[src/rtl/alu32_server.sv]
// alu32_server: request/response ALU server. One transaction in flight;
// logic/arithmetic ops finish in a fixed number of cycles, shifts run one bit
// per cycle. Optional feature: define ALU_SERVER_FLAGS_EN to add the
// rsp_flags = {ovf, neg, zero} output registered alongside rsp_z.
module alu32_server #(
   parameter int WIDTH = 32
) (
   input  logic             clk,
   input  logic             rst,
   input  logic             req_valid,
   output logic             req_ready,
   input  logic [2:0]       req_op,
   input  logic [WIDTH-1:0] req_x,
   input  logic [WIDTH-1:0] req_y,
   output logic             rsp_valid,
   input  logic             rsp_ready,
   output logic [WIDTH-1:0] rsp_z,
   output logic             busy
`ifdef ALU_SERVER_FLAGS_EN
   ,
   output logic [2:0]       rsp_flags
`endif
);

   localparam int SHW = $clog2(WIDTH);

   typedef enum logic [1:0] {S_IDLE, S_EXEC, S_RESP} state_t;
   typedef enum logic [2:0] {
      OP_AND, OP_OR, OP_XOR, OP_ADD, OP_SUB, OP_SLT, OP_SLL, OP_SRA
   } op_t;

   state_t           r_state;
   state_t           w_next_state;
   op_t              r_op;
   logic [WIDTH-1:0] r_x;
   logic [WIDTH-1:0] r_y;
   logic [WIDTH-1:0] r_acc;
   logic [SHW-1:0]   r_cnt;
   logic [WIDTH-1:0] w_result;
   logic             w_accept;
   logic             w_is_shift;
   logic             w_shifting;
   logic             w_exec_done;

   // Handshake and status decode. req_ready is gated by rst so it reads low
   // for the whole time reset is asserted, not just after the first edge.
   assign req_ready   = (r_state == S_IDLE) && !rst;
   assign rsp_valid   = (r_state == S_RESP);
   assign busy        = (r_state != S_IDLE);
   assign w_accept    = req_valid && req_ready;
   assign w_is_shift  = (r_op == OP_SLL) || (r_op == OP_SRA);
   assign w_shifting  = (r_state == S_EXEC) && w_is_shift && (r_cnt != '0);
   assign w_exec_done = (r_state == S_EXEC) && !w_shifting;

   // State register.
   always_ff @(posedge clk or posedge rst) begin
      // NOTE: sequential state uses non-blocking assignments so every register
      // samples pre-edge values regardless of statement order.
      if (rst) r_state <= S_IDLE;
      else     r_state <= w_next_state;
   end

   // Next-state logic.
   always_comb begin
      // NOTE: default first, so no path through the case leaves the signal
      // unassigned and infers a latch.
      w_next_state = r_state;
      case (r_state)
         S_IDLE:  if (w_accept)    w_next_state = S_EXEC;
         S_EXEC:  if (w_exec_done) w_next_state = S_RESP;
         S_RESP:  if (rsp_ready)   w_next_state = S_IDLE;
         default: w_next_state = S_IDLE;
      endcase
   end

   // Result selection from registered operands; shifts report the accumulator.
   always_comb begin
      w_result = '0;
      case (r_op)
         OP_AND:  w_result = r_x & r_y;
         OP_OR:   w_result = r_x | r_y;
         OP_XOR:  w_result = r_x ^ r_y;
         OP_ADD:  w_result = r_x + r_y;
         OP_SUB:  w_result = r_x - r_y;
         OP_SLT:  w_result = {{(WIDTH-1){1'b0}}, ($signed(r_x) < $signed(r_y))};
         default: w_result = r_acc;
      endcase
   end

   // Operand capture, serial shifter and result register.
   always_ff @(posedge clk or posedge rst) begin
      if (rst) begin
         r_op  <= OP_AND;
         r_x   <= '0;
         r_y   <= '0;
         r_acc <= '0;
         r_cnt <= '0;
         rsp_z <= '0;
      end else begin
         if (w_accept) begin
            r_op  <= op_t'(req_op);
            r_x   <= req_x;
            r_y   <= req_y;
            r_acc <= req_x;
            r_cnt <= req_y[SHW-1:0];
         end
         if (w_shifting) begin
            if (r_op == OP_SLL) r_acc <= {r_acc[WIDTH-2:0], 1'b0};
            else                r_acc <= {r_acc[WIDTH-1], r_acc[WIDTH-1:1]};
            r_cnt <= r_cnt - SHW'(1);
         end
         if (w_exec_done) rsp_z <= w_result;
      end
   end

`ifdef ALU_SERVER_FLAGS_EN
   logic w_ovf;

   // Signed overflow: operands agree in sign (ADD) or differ (SUB), and the
   // result sign differs from x.
   always_comb begin
      w_ovf = 1'b0;
      case (r_op)
         OP_ADD:  w_ovf = (r_x[WIDTH-1] == r_y[WIDTH-1]) && (w_result[WIDTH-1] != r_x[WIDTH-1]);
         OP_SUB:  w_ovf = (r_x[WIDTH-1] != r_y[WIDTH-1]) && (w_result[WIDTH-1] != r_x[WIDTH-1]);
         default: w_ovf = 1'b0;
      endcase
   end

   // Flags register, loaded on the same edge as rsp_z.
   always_ff @(posedge clk or posedge rst) begin
      if (rst)              rsp_flags <= 3'b000;
      else if (w_exec_done) rsp_flags <= {w_ovf, w_result[WIDTH-1], (w_result == '0)};
   end
`endif

endmodule

[config.mk]
export PLATFORM = sky130hd
export DESIGN_NAME = alu32_server
export DESIGN_NICKNAME = d
export VERILOG_FILES = /design/src/rtl/alu32_server.sv
export SDC_FILE = /design/constraint.sdc
export NUM_CORES = 1
export LEC_CHECK = 0
export CAP_MARGIN = 20
export CORE_ASPECT_RATIO = 0.6
export CORE_MARGIN = 2
export CORE_UTILIZATION = 55
export DETAILED_ROUTE_END_ITERATION = 10
export PLACE_DENSITY = 0.77
export SLEW_MARGIN = 20
export SYNTH_ARGS = -nofsm -noshare
export SYNTH_HDL_FRONTEND = slang
export SYNTH_SLANG_ARGS = --single-unit
[constraint.sdc]
create_clock -name clk -period 5 [get_ports clk]
set_input_delay 0.5 -clock clk [delete_from_list [all_inputs] [get_ports clk]]
set_output_delay 0.5 -clock clk [all_outputs]
set_load 0.01 [all_outputs]
Yosys cells after proc, flatten, opt, wreduce, memory -nomap -nowiden
Cells that the tools add are included.
Widths: inputs -> output; s select.
{ "classes": {"eq_ne": 13, "div_mod_pow": 0, "n_addsub": 3, "n_reduce_logical": 15, "n_mul": 0, "n_bitwise": 3, "shifts": 0, "mux": 10, "order_cmp": 1} }
{ "ops": {"columns": ["operator", "count"], "rows": [
  ["$pmux 32 s6", 1],
  ["$mux 32", 3],
  ["$add 32x32->32", 1],
  ["$and 32x32->32", 1],
  ["$lt 32x32->1", 1],
  ["$or 32x32->32", 1],
  ["$sub 32x32->32", 1],
  ["$xor 32x32->32", 1],
  ["$eq 3x3->1 const B", 4],
  ["$mux 5", 2],
  ["$eq 3x2->1 const B", 2],
  ["$mux 2", 3],
  ["$pmux 2 s3", 1],
  ["$logic_and 1x1->1", 5],
  ["$reduce_bool 5->1", 1],
  ["$sub 5x1->5 const B", 1],
  ["$ne 2x1->1 const B", 2],
  ["$ne 2x2->1 const B", 2],
  ["$reduce_bool 2->1", 2],
  ["$eq 3x1->1 const B", 1],
  ["$logic_not 3->1", 1],
  ["$reduce_and 3->1", 1],
  ["$eq 2x1->1 const B", 1],
  ["$eq 2x2->1 const B", 1],
  ["4 further kinds", 5]
]} }
{ "word_totals": {"inputBits": 71, "ram_bits": 0, "latch_bits": 0, "regBits": 138, "romBits": 0, "mem_count": 0, "out_inout_bits": 35} }

Longest topological paths before layout
{ "depth": {"depth_word": 8, "ltp_mapped": 13, "depth_no_buf": 13} }

Worst setup path after synthesis
Ideal clock, no wire load.
{ "synth_path": {"path_kind": "reg2reg", "start": "register r_x[0]", "end": "register rsp_z[20]", "setup_slack_ns": 2.115, "t_arrival_ns": 2.753, "path_buffers": 0, "setup_time_ns": 0.132, "stages_incl_launch_ff": 14, "cell_sequence": "dfrtp_1 -> inv_1 -> ha_1 -> inv_1 -> fa_1 -> nor2b_1 -> o21a_1 -> o211a_1 -> or4b_1 -> a311o_1 -> nand3_1 -> nand3_1 -> o22ai_1 -> o21ai_1"} }
{ "synth_between": {"elab_chain_cells": 2, "word_cells_on_any_way": 3, "classes_between": "add/sub: 2; mux: 1"} }
{ "synth_lines": {"columns": ["element", "line_no", "source"], "rows": [
  ["start: declaration", "35", "logic [WIDTH-1:0] r_x;"],
  ["start signal: assignment", "102", "r_x <= req_x;"],
  ["$sub 32x32->32 / $add 32x32->32 (equally long branches)", "84, 83", null],
  ["$pmux 32 s6 *", "79", "case (r_op)"],
  ["end signal: assignment", "112", "if (w_exec_done) rsp_z <= w_result;"],
  ["end: declaration", "17", "output logic [WIDTH-1:0] rsp_z,"]
]} }
Every way passes the cells marked *; elsewhere a longest branch is shown, timed or not.
A chain may end at the register's enable or synchronous reset.

Final worst setup path
{ "layout_path": {"start": "register r_x[5]", "end": "register rsp_z[25]"} }
The elaborated chain is that of the path after synthesis.

==> flow_summary.yaml <==
floorplan:
  io-pin-count: 106
  fp.dieH_um: 114
  start_util_pct: 55.8
  core.rowCount: 40
  die_x_um: 187
  die-area_um2: 21400
  core_um2: 19900
critical_path:
  worstPathCellList: "inv_1 -> ha_1 -> o21a_1 -> o21ai_0 -> nor4_1 -> o211a_1 -> nor2_2 -> o31ai_1 -> o221ai_1 -> a222oi_1 -> o21ai_1"
  crit_cells: 11
  rrSetupSlack_ns: 1.57
  cp-startpoint: "r_x[5]"
  r2r_start: "r_x[5]"
  crit_required_ns: 5.31
  critical_path.slowest_cell: "ha_1"
  path_class: "flop to flop"
  slowest_delay_ns: 0.54
  worst_setup_path_end_kind: "flop"
  cp_data_arrival_time_ns: 3.74
  critPathMaxFanout: 10
  critPathBufInv: 1
  cpLargestDelayFamily: "compound AO/OA/AOI/OAI gates"
  startpoint_type: "flop"
  reg2reg_depth: 11
min_path:
  hp-start: "rsp_z[18]"
  min-delay-path-class: "flop to flop"
  whs_path_depth: 2
global_routing:
  grt_pass1_vias: 10562
  grt_pass1_wl_um: 61100
  grt_max_degree: 64
  gr-total-overflow: 0
  antenna_found_initial: 0
  grt_usage_pct: 37.5
placed_design:
  hpwlAfterDp_um: 28200
  io_buffers: 105
  finalWeightedCongestion: 1.03
  dp_cells: 1712
drt:
  wirelength_um: 39500
  routedWlPerCell_um: 22.7
  viasPerCell: 6.51
  dr.pass1.iters: 6
  drc: 0
  drtIter0Drc: 1656
  vias: 11353
  final_antenna_net_count: 0
timing:
  skew_ns: 0.00962
  timing.fmax_mhz: 291
  finalSetupViolCount: 0
  slew_headroom_pct: 27.0
  grt_setup_unrepaired: "no"
  hold_viol: 0
  worst_slew_pin_slew_ns: 1.09
  slew_viol_final: 0
  finalSetupTns_ns: 0
  period_share_pct: 68.6
  period_needed_ns: 3.43
synth:
  synth_ff_type: "dfrtp_1"
  yosys_warnings: 0
  yosysUniqueCellTypes: 81
  synthArstFlopShare_pct: 100
  synth_seq_cells: 138
  yosys.area.top_type: "dfrtp_1"
  ys_seq_area_share_pct: 31.1
  syn_area_um2: 11100
  synth_top_area_share_pct: 31.1
  synth_area_leaders: "dfrtp_1 (31%), ha_1 (11%), nand2_1 (6.2%)"
  synthCells: 1403
  synth_edf_count: 0
  syn_nets: 1576
  postSynthAreaPerCell_um2: 7.90
cts:
  cts.hold.buffers_added: 0
  tritoncts: "yes"
  root_buffer: "clkbuf_16"
  clock-sinks: 138
  clock_path_buffers: 2
  cts_resized: 0
  clk_latency_ns: 0.44
  clk_pin_slew_worst_paths_ns: 0.06
  cts_setup_buffers: 0
  cts_buffers: 17
  h-tree-depth: 4
power:
  p_leak_nw: 5.87
  p_per_area_nw_per_um2: 846
  peakVddDrop_v: 0.000392
finish:
  instances_no_fill: 1744
  area_growth_pct: 16.7
  fillCellCount: 1739
  diodes: 0
  drive_gt1_share_pct: 5.30
  layout.nets: 1631
status:
  outcome: "finished, final reports clean"
job:
  maxCapViolations: 0
==> cells by family (layout without fill, tap and decap cells) <==
family          Yosys count  count (layout)  share of synthesized area [%]
simple gates            438             438                           17.6
buf+inv                 193             261                           6.71
fa+ha+maj               102             102                           11.6
compound gates          494             494                           29.7
flops                   138             138                           31.1
xor+xnor                 23              23                           1.82
mux                      15              15                           1.39
==> synth_stat cells, types with 12 or more instances <==
| master | count |
|---|---|
| o21ai_0 | 110 |
| mux2i_1 | 12 |
| nor2_1 | 111 |
| or3_1 | 13 |
| o211ai_1 | 12 |
| buf_1 | 13 |
| clkbuf_1 | 71 |
| a31oi_1 | 41 |
| dfrtp_1 | 138 |
| a21o_1 | 46 |
| nand2_1 | 184 |
| and3_1 | 34 |
| ha_1 | 100 |
| a21oi_1 | 96 |
| a211oi_1 | 43 |
| inv_1 | 99 |
| xnor2_1 | 19 |
| nand3_1 | 19 |
| nand2b_1 | 15 |
| nor3_1 | 28 |
| o21a_1 | 13 |
==> metal layers <==
layer,GRT usage [%],up-vias,wire length (um)
met5,0,-,0
met4,9.74,0,715
met3,11.2,64,5140
met2,49.8,738,15100
met1,58.0,5425,18500
li1,-,5126,-
==> layout by cell type, fill, tap and decap left out, types with 12 or more instances in the layout <==
cell type,instances
nor2_1,108
a21o_1,46
nor3_1,28
nand2_1,182
o21ai_0,110
inv_1,98
nand3_1,19
a21oi_1,96
ha_1,100
a211oi_1,43
clkdlybuf4s50_1,105
dfrtp_1,137
nand2b_1,15
or3_1,13
and3_1,34
o21a_1,13
a31oi_1,41
o211ai_1,12
mux2i_1,12
buf_4,21
xnor2_1,19
clkbuf_16,17
==> where the power goes <==
group / internal [mW] / switching (mW)
Sequential: 1.66 / 0.586
Combinational: 2.70 / 4.66
Clock: 0.809 / 0.521
Total: 5.17 / 5.77
==> worst register-to-register path, stage by stage, from the launching register on <==
cell      delay [ns]
dfrtp_1         0.44
inv_1           0.07
ha_1            0.54
o21a_1          0.23
o21ai_0         0.14
nor4_1          0.48
o211a_1         0.30
nor2_2          0.07
o31ai_1         0.42
o221ai_1        0.20
a222oi_1        0.34
o21ai_1         0.09
==> through the flow <==
| stage | total power [mW] | worst slack, ns | util, % | hold WS, ns | instance area [um2] |
|---|---|---|---|---|---|
| after CTS | 10.7 | 1.62 | 65.1 | 0.483 | 12900 |
| after global routing | 11.6 | 1.36 | 65.1 | 0.503 | 12900 |
| after global placement | 9.20 | 1.75 | 62.1 | 0.463 | 12300 |
| after detailed placement | 9.28 | 1.64 | 62.1 | 0.469 | 12300 |
| after floorplan | 7.11 | 0.804 | - | 0.479 | 11100 |
| final | 10.9 | 1.57 | 65.1 | 0.474 | 12900 |
==> worst paths after layout <==
check                       endpoint
max                        rsp_z[25]
min                        rsp_z[18]
max reg2reg                rsp_z[25]
min reg2reg                rsp_z[18]
max in group asynchronous    r_y[14]
min in group asynchronous  r_acc[29]
==> area by class of cell <==
type                            count  area [um2]  area share [%]
Multi-Input combinational cell   1072        6920            53.5
Tap cell                          273         342            2.64
Clock inverter                     11         145            1.12
Inverter                          102         390            3.02
Sequential cell                   138        3450            26.7
Timing Repair Buffer              127        1230            9.50
Clock buffer                       21         460            3.56
==> state kept, by name (all words and copies together), names as in the netlist <==
register,count
r_acc,32
r_y,32
r_state,2
r_x,32
r_op,3
r_cnt,5
rsp_z,32
(Power assumes the default switching activity.)
